===== src/rtl/modbus_pkg.sv =====
// Shared Modbus RTU constants, framer state encoding and the CRC-16 byte step.
package modbus_pkg;

    localparam logic [7:0] FC_READ_HOLD    = 8'h03;
    localparam logic [7:0] FC_WRITE_SINGLE = 8'h06;

    localparam logic [7:0] EX_NONE      = 8'h00;
    localparam logic [7:0] EX_ILL_FUNC  = 8'h01;
    localparam logic [7:0] EX_ILL_ADDR  = 8'h02;
    localparam logic [7:0] EX_ILL_VALUE = 8'h03;
    localparam logic [7:0] EX_DEV_FAIL  = 8'h04;

    typedef enum logic [2:0] {
        ST_IDLE,
        ST_DECIDE,
        ST_FETCH,
        ST_SEND,
        ST_WAIT,
        ST_DONE
    } resp_state_t;

    typedef enum logic [1:0] {
        FR_EXC,
        FR_ECHO,
        FR_READ
    } frame_kind_t;

    // Reflected polynomial 0xA001, one full byte per call.
    function automatic logic [15:0] crc16_byte(input logic [15:0] crc, input logic [7:0] data_byte);
        logic [15:0] c;
        c = crc ^ {8'h00, data_byte};
        for (int i = 0; i < 8; i++) begin
            c = c[0] ? ((c >> 1) ^ 16'hA001) : (c >> 1);
        end
        return c;
    endfunction

endpackage


===== src/rtl/modbus_resp_tx_if.sv =====
// Request, register-read and UART-byte handshake signals of the response framer.
interface modbus_resp_tx_if;
    logic        exception_done;
    logic [7:0]  exception;
    logic [7:0]  func_code;
    logic [15:0] addr;
    logic [15:0] data;
    logic        reg_rd_en;
    logic [15:0] reg_rd_addr;
    logic [15:0] reg_rd_data;
    logic        tx_start;
    logic [7:0]  tx_data;
    logic        tx_done;
    logic        resp_busy;
    logic        resp_done;

    modport slave (
        input  exception_done, exception, func_code, addr, data, reg_rd_data, tx_done,
        output reg_rd_en, reg_rd_addr, tx_start, tx_data, resp_busy, resp_done
    );

    modport master (
        output exception_done, exception, func_code, addr, data, reg_rd_data, tx_done,
        input  reg_rd_en, reg_rd_addr, tx_start, tx_data, resp_busy, resp_done
    );
endinterface


===== src/rtl/modbus_crc_serial.sv =====
// Byte-serial Modbus CRC-16 accumulator; init has priority over update.
module modbus_crc_serial
    import modbus_pkg::*;
(
    input  logic        sys_clk,
    input  logic        reset_n,
    input  logic        init,
    input  logic        update,
    input  logic [7:0]  data_byte,
    output logic [15:0] crc
);

    always_ff @(posedge sys_clk or negedge reset_n) begin
        if (!reset_n) begin
            crc <= 16'hFFFF;
        end else if (init) begin
            crc <= 16'hFFFF;
        end else if (update) begin
            crc <= crc16_byte(crc, data_byte);
        end
    end

endmodule


===== src/rtl/modbus_resp_tx.sv =====
// Modbus RTU response framer: builds EXC / ECHO / READ frames and streams them
// byte by byte to the UART transmitter with CRC-16 appended low byte first.
//
// state  | meaning
// IDLE   | waiting for exception_done, request fields latched on it
// DECIDE | classify request: drop, exception, echo or register read
// FETCH  | read strobe / capture pairs filling the read buffer
// SEND   | tx_start pulse for byte[idx], fold it into the CRC
// WAIT   | hold tx_data until tx_done, then advance idx
// DONE   | resp_done pulse, CRC reinitialised
module modbus_resp_tx
    import modbus_pkg::*;
#(
    parameter logic [7:0] SLAVE_ADDR = 8'h01,
    parameter int          MAX_REGS  = 4
) (
    input  logic            sys_clk,
    input  logic            reset_n,
    modbus_resp_tx_if.slave bus
);

    localparam int          BUF_BYTES = 2 * MAX_REGS;
    localparam int          MAX_LEN   = 5 + BUF_BYTES;
    localparam int          IDX_W     = $clog2(MAX_LEN + 1);
    localparam int          RD_W      = $clog2(MAX_REGS + 1);
    localparam logic [15:0] MAX_QTY   = 16'(MAX_REGS);

    resp_state_t              state_q, state_d;
    frame_kind_t              kind_q, dec_kind;
    logic [7:0]               func_q, exc_q, code_q, dec_code;
    logic [15:0]              addr_q, data_q;
    logic [IDX_W-1:0]         len_q, idx_q, idx_nxt, dec_len;
    logic [RD_W-1:0]          rd_left_q, rd_ptr;
    logic                     rd_phase_q;
    logic [8*BUF_BYTES-1:0]   rd_buf;
    logic                     dec_drop;
    logic [7:0]               cur_byte;
    logic                     is_crc_byte;
    logic [15:0]              crc;

    assign idx_nxt     = idx_q + IDX_W'(1);
    assign rd_ptr      = RD_W'(data_q) - rd_left_q;
    assign is_crc_byte = (idx_q >= len_q - IDX_W'(2));

    // First matching rule wins; codes above EX_DEV_FAIL mean the request is dropped silently.
    always_comb begin
        dec_drop = 1'b0;
        dec_kind = FR_EXC;
        dec_code = exc_q;
        if (exc_q > EX_DEV_FAIL) begin
            dec_drop = 1'b1;
        end else if (exc_q != EX_NONE) begin
            dec_kind = FR_EXC;
            dec_code = exc_q;
        end else if (func_q == FC_READ_HOLD) begin
            if (data_q == 16'h0000 || data_q > MAX_QTY) begin
                dec_kind = FR_EXC;
                dec_code = EX_ILL_VALUE;
            end else begin
                dec_kind = FR_READ;
            end
        end else if (func_q == FC_WRITE_SINGLE) begin
            dec_kind = FR_ECHO;
        end else begin
            dec_kind = FR_EXC;
            dec_code = EX_ILL_FUNC;
        end
    end

    always_comb begin
        dec_len = IDX_W'(5);
        if (dec_kind == FR_ECHO) begin
            dec_len = IDX_W'(8);
        end else if (dec_kind == FR_READ) begin
            dec_len = IDX_W'(5) + IDX_W'({data_q[RD_W-1:0], 1'b0});
        end
    end

    always_comb begin
        state_d = state_q;
        case (state_q)
            ST_IDLE:   if (bus.exception_done) state_d = ST_DECIDE;
            ST_DECIDE: begin
                if (dec_drop) begin
                    state_d = ST_DONE;
                end else if (dec_kind == FR_READ) begin
                    state_d = ST_FETCH;
                end else begin
                    state_d = ST_SEND;
                end
            end
            ST_FETCH:  if (rd_phase_q && rd_left_q == RD_W'(1)) state_d = ST_SEND;
            ST_SEND:   state_d = ST_WAIT;
            ST_WAIT:   if (bus.tx_done) state_d = (idx_nxt == len_q) ? ST_DONE : ST_SEND;
            ST_DONE:   state_d = ST_IDLE;
            default:   state_d = ST_IDLE;
        endcase
    end

    always_ff @(posedge sys_clk or negedge reset_n) begin
        if (!reset_n) begin
            state_q    <= ST_IDLE;
            kind_q     <= FR_EXC;
            func_q     <= '0;
            exc_q      <= '0;
            code_q     <= '0;
            addr_q     <= '0;
            data_q     <= '0;
            len_q      <= '0;
            idx_q      <= '0;
            rd_left_q  <= '0;
            rd_phase_q <= 1'b0;
            rd_buf     <= '0;
        end else begin
            state_q <= state_d;
            case (state_q)
                ST_IDLE: begin
                    if (bus.exception_done) begin
                        func_q <= bus.func_code;
                        exc_q  <= bus.exception;
                        addr_q <= bus.addr;
                        data_q <= bus.data;
                    end
                end
                ST_DECIDE: begin
                    kind_q     <= dec_kind;
                    code_q     <= dec_code;
                    len_q      <= dec_len;
                    idx_q      <= '0;
                    rd_left_q  <= RD_W'(data_q);
                    rd_phase_q <= 1'b0;
                end
                ST_FETCH: begin
                    if (!rd_phase_q) begin
                        rd_phase_q <= 1'b1;
                    end else begin
                        rd_phase_q <= 1'b0;
                        rd_left_q  <= rd_left_q - RD_W'(1);
                        rd_buf[16*int'(rd_ptr) +: 8]     <= bus.reg_rd_data[15:8];
                        rd_buf[16*int'(rd_ptr) + 8 +: 8] <= bus.reg_rd_data[7:0];
                    end
                end
                ST_WAIT: if (bus.tx_done) idx_q <= idx_nxt;
                default: ;
            endcase
        end
    end

    always_comb begin
        cur_byte = '0;
        if (idx_q == '0) begin
            cur_byte = SLAVE_ADDR;
        end else if (idx_q == len_q - IDX_W'(2)) begin
            cur_byte = crc[7:0];
        end else if (idx_q == len_q - IDX_W'(1)) begin
            cur_byte = crc[15:8];
        end else begin
            case (kind_q)
                FR_EXC: cur_byte = (idx_q == IDX_W'(1)) ? (func_q | 8'h80) : code_q;
                FR_ECHO: begin
                    if (idx_q == IDX_W'(1))      cur_byte = FC_WRITE_SINGLE;
                    else if (idx_q == IDX_W'(2)) cur_byte = addr_q[15:8];
                    else if (idx_q == IDX_W'(3)) cur_byte = addr_q[7:0];
                    else if (idx_q == IDX_W'(4)) cur_byte = data_q[15:8];
                    else                         cur_byte = data_q[7:0];
                end
                FR_READ: begin
                    if (idx_q == IDX_W'(1))      cur_byte = FC_READ_HOLD;
                    else if (idx_q == IDX_W'(2)) cur_byte = {data_q[6:0], 1'b0};
                    else                         cur_byte = rd_buf[8*(int'(idx_q) - 3) +: 8];
                end
                default: cur_byte = '0;
            endcase
        end
    end

    modbus_crc_serial u_crc (
        .sys_clk   (sys_clk),
        .reset_n   (reset_n),
        .init      (state_q == ST_DONE),
        .update    (state_q == ST_SEND && !is_crc_byte),
        .data_byte (cur_byte),
        .crc       (crc)
    );

    assign bus.tx_start    = (state_q == ST_SEND);
    assign bus.tx_data     = (state_q == ST_SEND || state_q == ST_WAIT) ? cur_byte : 8'h00;
    assign bus.reg_rd_en   = (state_q == ST_FETCH) && !rd_phase_q;
    assign bus.reg_rd_addr = bus.reg_rd_en ? (addr_q + 16'(rd_ptr)) : 16'h0000;
    assign bus.resp_busy   = (state_q != ST_IDLE) && (state_q != ST_DONE);
    assign bus.resp_done   = (state_q == ST_DONE);

endmodule


===== src/flat_wrapper.sv =====
// flat-port wrapper written by rule: the top's interface ports become plain ports
module modbus_resp_tx_flat import modbus_pkg::*;
#(
    parameter logic [7:0] SLAVE_ADDR = 8'h01,
    parameter int          MAX_REGS  = 4
)
  (sys_clk, reset_n, bus_exception_done, bus_exception, bus_func_code, bus_addr, bus_data, bus_reg_rd_data, bus_tx_done, bus_reg_rd_en, bus_reg_rd_addr, bus_tx_start, bus_tx_data, bus_resp_busy, bus_resp_done);
  modbus_resp_tx_if bus_i ();
  input  logic sys_clk;
  input  logic reset_n;
  input wire logic [$bits(bus_i.exception_done)-1:0] bus_exception_done;
  input wire logic [$bits(bus_i.exception)-1:0] bus_exception;
  input wire logic [$bits(bus_i.func_code)-1:0] bus_func_code;
  input wire logic [$bits(bus_i.addr)-1:0] bus_addr;
  input wire logic [$bits(bus_i.data)-1:0] bus_data;
  input wire logic [$bits(bus_i.reg_rd_data)-1:0] bus_reg_rd_data;
  input wire logic [$bits(bus_i.tx_done)-1:0] bus_tx_done;
  output wire logic [$bits(bus_i.reg_rd_en)-1:0] bus_reg_rd_en;
  output wire logic [$bits(bus_i.reg_rd_addr)-1:0] bus_reg_rd_addr;
  output wire logic [$bits(bus_i.tx_start)-1:0] bus_tx_start;
  output wire logic [$bits(bus_i.tx_data)-1:0] bus_tx_data;
  output wire logic [$bits(bus_i.resp_busy)-1:0] bus_resp_busy;
  output wire logic [$bits(bus_i.resp_done)-1:0] bus_resp_done;
  assign bus_i.exception_done = bus_exception_done;
  assign bus_i.exception = bus_exception;
  assign bus_i.func_code = bus_func_code;
  assign bus_i.addr = bus_addr;
  assign bus_i.data = bus_data;
  assign bus_i.reg_rd_data = bus_reg_rd_data;
  assign bus_i.tx_done = bus_tx_done;
  assign bus_reg_rd_en = bus_i.reg_rd_en;
  assign bus_reg_rd_addr = bus_i.reg_rd_addr;
  assign bus_tx_start = bus_i.tx_start;
  assign bus_tx_data = bus_i.tx_data;
  assign bus_resp_busy = bus_i.resp_busy;
  assign bus_resp_done = bus_i.resp_done;
  modbus_resp_tx #(.SLAVE_ADDR(SLAVE_ADDR), .MAX_REGS(MAX_REGS)) u_core (.sys_clk(sys_clk), .reset_n(reset_n), .bus(bus_i));
endmodule

===== config.mk =====
export PLATFORM = sky130hd
export DESIGN_NAME = modbus_resp_tx_flat
export DESIGN_NICKNAME = d
export VERILOG_FILES = /design/src/rtl/modbus_pkg.sv /design/src/rtl/modbus_resp_tx_if.sv /design/src/rtl/modbus_crc_serial.sv /design/src/rtl/modbus_resp_tx.sv /design/src/flat_wrapper.sv
export SDC_FILE = /design/constraint.sdc
export NUM_CORES = 1
export LEC_CHECK = 0
export ABC_AREA = 1
export BUFFER_PORTS_ARGS = -buffer_cell sky130_fd_sc_hd__buf_2
export CELL_PAD_IN_SITES_DETAIL_PLACEMENT = 0
export CELL_PAD_IN_SITES_GLOBAL_PLACEMENT = 1
export CORE_MARGIN = 1
export CORE_UTILIZATION = 45
export CTS_BUF_LIST = sky130_fd_sc_hd__clkbuf_8
export DETAILED_ROUTE_END_ITERATION = 10
export GPL_ROUTABILITY_DRIVEN = 0
export PLACE_DENSITY_LB_ADDON = 0.1
export SYNTH_ARGS = -nofsm -noshare
export SYNTH_HDL_FRONTEND = slang
export SYNTH_SLANG_ARGS = --single-unit

===== constraint.sdc =====
create_clock -name sys_clk -period 6.7 [get_ports sys_clk]
set_clock_uncertainty 0.15 [all_clocks]
set_input_delay 1.34 -clock sys_clk [delete_from_list [all_inputs] [get_ports sys_clk]]
set_output_delay 1.34 -clock sys_clk [all_outputs]
set_load 0.005 [all_outputs]

== Word-level counts from Yosys, hierarchy flattened ==
Cells that the tools add are included.
W data, S select, Z words.

* Register bits: 153
* Logic and storage cells: 138

* Reduce and logical (&&, ||, !) cells: 22
* Muxes and demuxes: 51
* Shifts and indexed selects: 5
* Magnitude comparators: 3
* Eq/ne operators: 24
* Bitwise gates (word level): 9
* $add $sub $neg: 11

{| class="wikitable"
|+ Operators by type and width
! cell !! count
|-
| $mux W16 || 11
|-
| $bwmux W64 || 2
|-
| $mux W8 || 16
|-
| $shift A8 B33 Y64 const A || 2
|-
| $shiftx A8 B33 Y64 || 2
|-
| $shiftx A64 B32 Y8 || 1
|-
| $neg A32 Y33 || 1
|-
| $neg A7 Y33 || 1
|-
| $not A2 Y3 || 8
|-
| $pmux W8 S3 || 1
|-
| $mux W3 || 6
|-
| $add A16 B3 Y16 || 1
|-
| $gt A16 B3 Y1 const B || 1
|-
| $logic_not A16 Y1 || 1
|-
| $xor A16 B8 Y16 || 1
|-
| $pmux W3 S5 || 1
|-
| $eq A4 B4 Y1 || 3
|-
| $mux W4 || 3
|-
| $add A7 B4 Y8 const B || 1
|-
| $eq A4 B2 Y1 const B || 2
|-
| $eq A8 B2 Y1 const B || 1
|-
| $eq A8 B3 Y1 const B || 1
|-
| $gt A8 B3 Y1 const B || 1
|-
| $mux W2 || 4
|-
| other kinds (33) || 53
|}

== Logic depth before layout (Yosys ltp) ==
Gate-level depths: netlist of the first run.

* Depth after elaboration: 28
* Depth in mapped cells: 30
* Gate-level depth less buffers: 29

== Hierarchy ==
Synthesis of the first run repeated with hierarchy kept, for this count alone.

* Cells, all modules: 1211
* Area, all modules: 9087.5 µm²

{| class="wikitable"
|+ Modules (own cells, without submodules)
! module !! cells an instance !! area each (µm²) !! times used !! sequential area each (µm²)
|-
| modbus_resp_tx || 1063 || 8013.9 || 1 || 3428.3
|-
| modbus_crc_serial || 148 || 1073.5 || 1 || 420.4
|}

== Least setup slack after synthesis of the first run ==
OpenSTA, ideal clock, no wires.

* Path type: register -> output
* Start point: register u_core.data_q[0]
* End point: output port bus_reg_rd_addr[15]
* Data required time: 5210 ps
* Cell stages (with the launch flop): 22
* Setup slack: 2002 ps
* Arrival: 3208 ps
* Buffers on the path: 0
* Path through: dfrtp_1 inv_1 ha_1 inv_1 fa_1 xor2_1 inv_1 ha_1 inv_1 nor2_1 nor2_1 nor2_1 inv_1 nor2_1 nand2_1 inv_1 nand2_1 nor3_1 nand2_1 nor4_1 a21oi_1 nor3_1

* Cells in the longest elaborated chain, start to end: 3

{| class="wikitable"
|+ RTL lines
! item !! RTL line !! text
|-
| start, declared || modbus_resp_tx.sv:31 || <nowiki>logic [15:0] addr_q, data_q;</nowiki>
|-
| start signal, assigned || modbus_resp_tx.sv:122 || <nowiki>data_q <= bus.data;</nowiki>
|-
| $sub A3 B3 Y3 || modbus_resp_tx.sv:42 || <nowiki>assign rd_ptr = RD_W'(data_q) - rd_left_q;</nowiki>
|-
| $add A16 B3 Y16 || modbus_resp_tx.sv:189 || <nowiki>assign bus.reg_rd_addr = bus.reg_rd_en ? (addr_q + 16'(rd_ptr)) : 16'h0000;</nowiki>
|-
| $mux W16 || modbus_resp_tx.sv:189 ||
|-
| end, declared || flat_wrapper.sv:19 || <nowiki>output wire logic [$bits(bus_i.reg_rd_addr)-1:0] bus_reg_rd_addr;</nowiki>
|}

Every way passes these cells.

== Final worst setup path of the first run ==
Ends and elaborated chain as after synthesis.

==> flow_summary.json, run 1 <==
{
  "status": "finished, final reports clean",
  "fp.dieW_um": 142,
  "synth_area_leaders": "dfrtp_1 (39%), nand2_1 (12%), inv_1 (7.2%), o21ai_0 (5.9%), nor2_1 (5.0%)",
  "yosysUniqueCellTypes": 47,
  "final_cells": 1551,
  "port_buffers": 95,
  "multi_input_area_sq_mm": 0.00416,
  "worstSetupEndpointType": "output pin",
  "critPathTopFamily": "simple AND/OR/NAND/NOR gates",
  "hold_start": "u_core.code_q[7]",
  "grt_pass1_vias": 7577,
  "grt_max_degree": 77,
  "nets": 1367,
  "dr.pass1.iters": 5,
  "powerDensity_mw_per_mm2": 483,
  "synth-edff-count": 0,
  "crit_fanout": 5,
  "clock_sinks": 153,
  "dp.cells": 1519,
  "drive_gt1_frac": 0.155,
  "setup.worst_path.start_class": "register",
  "max_freq_ghz": 0.175,
  "fin_util": 0.521,
  "wl_per_cell_um": 16.2,
  "drt_iter0_markers": 551,
  "p_leak_nw": 5.19,
  "total_power_mw": 4.78,
  "finalSetupViolCount": 0,
  "htree_levels": 4,
  "nFillCells": 1957,
  "maxSlewViolCount": 0,
  "num_rows": 50,
  "tightest_slew_ns": 0.961,
  "synth_ff_type": "dfrtp_1",
  "core_sq_mm": 0.0190,
  "gr-usage-all-layers": 0.261,
  "synth_top_area_cell": "dfrtp_1",
  "crit_buf_inv": 7,
  "startpoint": "u_core.data_q[0]",
  "hold_viol": 0,
  "min_path_type": "register to register",
  "required_ns": 5.21,
  "worstHoldPathCells": 2,
  "timing.critical_path.cells": "inv_1, ha_1, inv_1, fa_1, xor2_1, inv_1, ha_1, inv_1, nor2_1, nor2_1, nor2_1, inv_1, nor2_1, nand2_1, inv_1, nand2_1, nor3_1, nand2_1, nor4_1, a21oi_1, nor3_1, buf_2",
  "cp_slowest_cell": "dfrtp_1",
  "dp_slack_ns": 1.50,
  "diodes": 0,
  "critPathKind": "register to output pin",
  "globalRouteOverflowTotal": 0,
  "relSlewSlack": 0.355,
  "fin_tns_setup_ns": 0,
  "io_pins": 96,
  "register_area_sq_mm": 0.00385,
  "wirelength_um": 25200,
  "ys_seq_elements": 153,
  "hold_buffers": 0,
  "async_flop_share": 1.00,
  "cts-root-buf": "clkbuf_8",
  "antenna_found_initial": 0,
  "ys_warn_count": 0,
  "dieArea_sq_mm": 0.0203,
  "fin_crit_ns": 5.73,
  "area_growth_pct": 11.7,
  "min_period_over_period": 0.855,
  "postSynthCellCount": 1197,
  "cts_setup_buffers": 0,
  "cts_resized": 0,
  "drc_errors": 0,
  "die_y_um": 142,
  "slowest_delay_ns": 0.41,
  "ys_seq_area_frac": 0.434,
  "synth.most_common_cell": "nand2_1",
  "clk_pin_slew_worst_paths_ns": 0.09,
  "syn_nets": 1286,
  "cp_num_cells": 22,
  "synth.top_cell.area_share": 0.387,
  "start_util": 0.466,
  "hpwl_um": 18200,
  "clock_path_buffers": 2,
  "rsz0062_at_grt": "no",
  "critPathArrivalTime_ns": 4.24,
  "vias": 8052,
  "tritoncts": "yes",
  "r2r-start": "u_core.idx_q[0]",
  "cp_common_cell": "inv_1",
  "ir_drop_v": 0.000238,
  "postSynthAreaPerCell_sq_um": 7.41,
  "reg2regPathDepth": 28,
  "grt_pass1_wl_um": 40500,
  "drv_cap": 0,
  "synth_area_sq_mm": 0.00887,
  "drtAntennaViolNets": 0,
  "synth_top_cells_by_count": "nand2_1 (288), inv_1 (170), dfrtp_1 (137)",
  "via_per_inst": 5.19,
  "cts_buffers": 17,
  "worstSkewPairLatency_ns": 0.47,
  "setup_slack_ns": 0.970
}
## final timing paths
check	endpoint	slack, ns
worst max-delay path	bus_reg_rd_addr[15]	0.97
worst min-delay path	u_core.code_q[7]	0.33
worst max register to register	u_core.u_crc.crc[0]	2.39
worst min register to register	u_core.code_q[7]	0.33
max in group asynchronous	u_core.data_q[10]	4.66
min in group asynchronous	u_core.rd_buf[59]	0.56
## per-layer routing
metal,part of all wire,track usage,wire (um)
met5,0,0,0
met4,0.015,0.0747,388
met3,0.046,0.0384,1170
met2,0.44,0.398,11100
met1,0.50,0.384,12500
## through the flow
stage                     area, sq um  hold WS [ns]
after floorplan                  8870         0.287
after global placement           9520         0.304
after detailed placement         9520         0.308
after CTS                        9900         0.330
after global routing             9900         0.353
final                            9900         0.330
## worst min-delay path, stage by stage (launching register included)
cell	delay (ns)
dfrtp_1	0.36
nand2_1	0.05
nand2_1	0.04
## area by class of cell
type	instances	area share
clock inverter	14	0.0139
inverter	178	0.0675
clock buffer	18	0.0250
tap	260	0.0328
sequential	153	0.389
timing repair buffer	100	0.0524
multi-input combinational	828	0.420
## layout by cell type, fill, tap and decap left out, types with 2 or more instances in the layout
cell type,instances
clkbuf_8,18
nand2_1,287
inv_6,5
nor3_1,18
nand2_2,12
buf_4,5
nand3_1,83
dfstp_2,16
or2_2,3
nor2_1,117
inv_8,2
nor2_2,6
nor2_4,2
o22ai_1,16
mux2_2,18
buf_2,94
o31ai_1,5
fa_1,2
a22oi_1,7
a2111oi_0,3
o21ai_0,104
o211ai_1,8
xnor2_1,6
a31oi_1,2
clkinv_2,2
nor4_1,5
o21ai_1,5
xor2_1,7
dfrtp_1,137
inv_1,170
ha_1,19
inv_2,7
a21oi_1,79
clkinvlp_4,3
## where the power goes
part	total (mW)	switching, mW	internal [mW]	leakage, nW
logic	2.49	1.65	0.842	3.39
registers	1.58	0.268	1.31	1.61
clock network	0.712	0.399	0.313	0.191
total	4.78	2.32	2.46	5.19
## kinds of logic after synthesis
family | after synthesis | synth area share
adder cells (fa/ha/maj) | 21 | 0.0313
flip-flops | 153 | 0.434
buffers and inverters | 216 | 0.0978
multiplexers | 18 | 0.0229
AO/OA/AOI/OAI | 240 | 0.150
AND/OR/NAND/NOR | 536 | 0.251
XOR/XNOR | 13 | 0.0128
## registers in the layout (all words and copies together), names as in the netlist, 4 cells and up
name / cells
u_core.addr_q: 16
u_core.code_q: 8
u_core.data_q: 16
u_core.exc_q: 8
u_core.func_q: 8
u_core.idx_q: 4
u_core.len_q: 4
u_core.rd_buf: 64
u_core.u_crc.crc: 16
Power figures use the tool's default switching activity.
==> inputs of run 2 (changes only) <==
CORE_UTILIZATION = 30   (was 45)
==> flow_summary.json, run 2 (synthesized netlist as in run 1, its figures left out) <==
{
  "dr.pass1.iters": 5,
  "drc_errors": 0,
  "start_util": 0.307,
  "drt_iter0_markers": 556,
  "fp.dieW_um": 174,
  "p_leak_nw": 5.22,
  "nFillCells": 3178,
  "worstSkewPairLatency_ns": 0.46,
  "largest_register_ffs": 64,
  "setup.worst_path.start_class": "register",
  "startpoint": "u_core.data_q[0]",
  "fin_tns_setup_ns": 0,
  "grt_pass1_wl_um": 46400,
  "min_path_type": "register to register",
  "drtAntennaViolNets": 0,
  "min_period_over_period": 0.867,
  "worstSetupEndpointType": "output pin",
  "critPathArrivalTime_ns": 4.32,
  "top_register": "u_core.rd_buf",
  "nets": 1367,
  "tightest_slew_ns": 0.948,
  "relSlewSlack": 0.363,
  "gr-usage-all-layers": 0.198,
  "critPathKind": "register to output pin",
  "via_per_inst": 4.75,
  "fin_crit_ns": 5.81,
  "critPathTopFamily": "simple AND/OR/NAND/NOR gates",
  "hold_buffers": 0,
  "antenna_found_initial": 1,
  "num_rows": 62,
  "r2r-start": "u_core.idx_q[0]",
  "powerDensity_mw_per_mm2": 485,
  "crit_fanout": 5,
  "clock_sinks": 153,
  "wirelength_um": 28600,
  "core_sq_mm": 0.0289,
  "hold_viol": 0,
  "layout_commonest_cell": "nand2_1",
  "port_buffers": 95,
  "die_y_um": 174,
  "grt_pass1_vias": 8065,
  "drive_gt1_frac": 0.153,
  "layout_common_cells": "nand2_1 (287), inv_1 (172), dfrtp_1 (137), nor2_1 (117), o21ai_0 (104)",
  "globalRouteOverflowTotal": 0,
  "io_pins": 96,
  "hold_start": "u_core.code_q[7]",
  "status": "finished, final reports clean",
  "vias": 7958,
  "drv_cap": 0,
  "clk_pin_slew_worst_paths_ns": 0.09,
  "rsz0062_at_grt": "no",
  "maxSlewViolCount": 0,
  "crit_buf_inv": 7,
  "max_freq_ghz": 0.172,
  "cp_common_cell": "inv_1",
  "diodes": 0,
  "required_ns": 5.21,
  "finalSetupViolCount": 0,
  "htree_levels": 4,
  "cts_setup_buffers": 0,
  "cts_resized": 0,
  "timing.critical_path.cells": "inv_1, ha_1, inv_1, fa_1, xor2_1, inv_1, ha_1, inv_1, nor2_1, nor2_1, nor2_1, inv_1, nor2_1, nand2_1, inv_1, nand2_1, nor3_1, nand2_1, nor4_1, a21oi_1, nor3_1, buf_2",
  "grt_max_degree": 63,
  "area_growth_pct": 13.8,
  "clock_path_buffers": 2,
  "ir_drop_v": 0.000151,
  "cts_buffers": 17,
  "wl_per_cell_um": 17.1,
  "dieArea_sq_mm": 0.0303,
  "tritoncts": "yes",
  "hpwl_um": 21400,
  "cp_slowest_cell": "dfrtp_1",
  "cts-root-buf": "clkbuf_8",
  "total_power_mw": 4.89,
  "slowest_delay_ns": 0.41
}
[run 2: worst register-to-register path: cells and delay by family (launching register included)]
kind / cells / cell delay (ns)
adder cells (fa/ha/maj): 1 / 0.58
AND/OR/NAND/NOR: 24 / 2.53
flip-flops: 1 / 0.35
buffers and inverters: 3 / 0.54
[run 2: cell type report]
cell class,instances,area (sq um),area share
clock buffers,18,248,0.0245
multi-input cells,828,4160,0.412
repair buffers,100,519,0.0515
clock inverters,14,171,0.0170
well taps,384,480,0.0476
inverters,178,668,0.0662
flip-flops and latches,153,3850,0.381
[run 2: through the flow]
stage	cell area, sq um	cells	setup slack (ns)	util	hold WS (ns)
3_5_place_dp	9670	1643	1.36	0.335	0.308
6_report	10100	1675	0.890	0.350	0.333
5_1_grt	10100	1675	0.416	0.350	0.352
4_1_cts	10100	1675	0.827	0.350	0.331
2_1_floorplan	8870	1197	2.00	-	0.287
3_3_place_gp	9670	1643	1.46	0.335	0.302
[run 2: where the power goes]
| group | switching, mW | internal [mW] | total (mW) |
|---|---|---|---|
| Clock | 0.399 | 0.381 | 0.781 |
| Sequential | 0.268 | 1.31 | 1.58 |
| Combinational | 1.70 | 0.839 | 2.53 |
[run 2: metal layers]
metal | global-route usage | up-vias | wire [um] | share of wire
li1 | - | 4025 | - | -
met1 | 0.293 | 3774 | 14700 | 0.51
met2 | 0.302 | 143 | 12700 | 0.44
met3 | 0.0304 | 16 | 979 | 0.034
met4 | 0.0450 | 0 | 272 | 0.0095
met5 | 0 | - | 0 | 0
[run 2: path summary, 6_finish.rpt]
check | endpoint | slack [ns] | depth (start not counted)
worst max register to register | u_core.u_crc.crc[0] | 2.51 | 28
worst min-delay path | u_core.code_q[7] | 0.33 | 2
worst max-delay path | bus_reg_rd_addr[15] | 0.89 | 22
worst min register to register | u_core.code_q[7] | 0.33 | 2
min in group asynchronous | u_core.rd_buf[59] | 0.65 | 1
max in group asynchronous | u_core.len_q[3] | 4.48 | 2
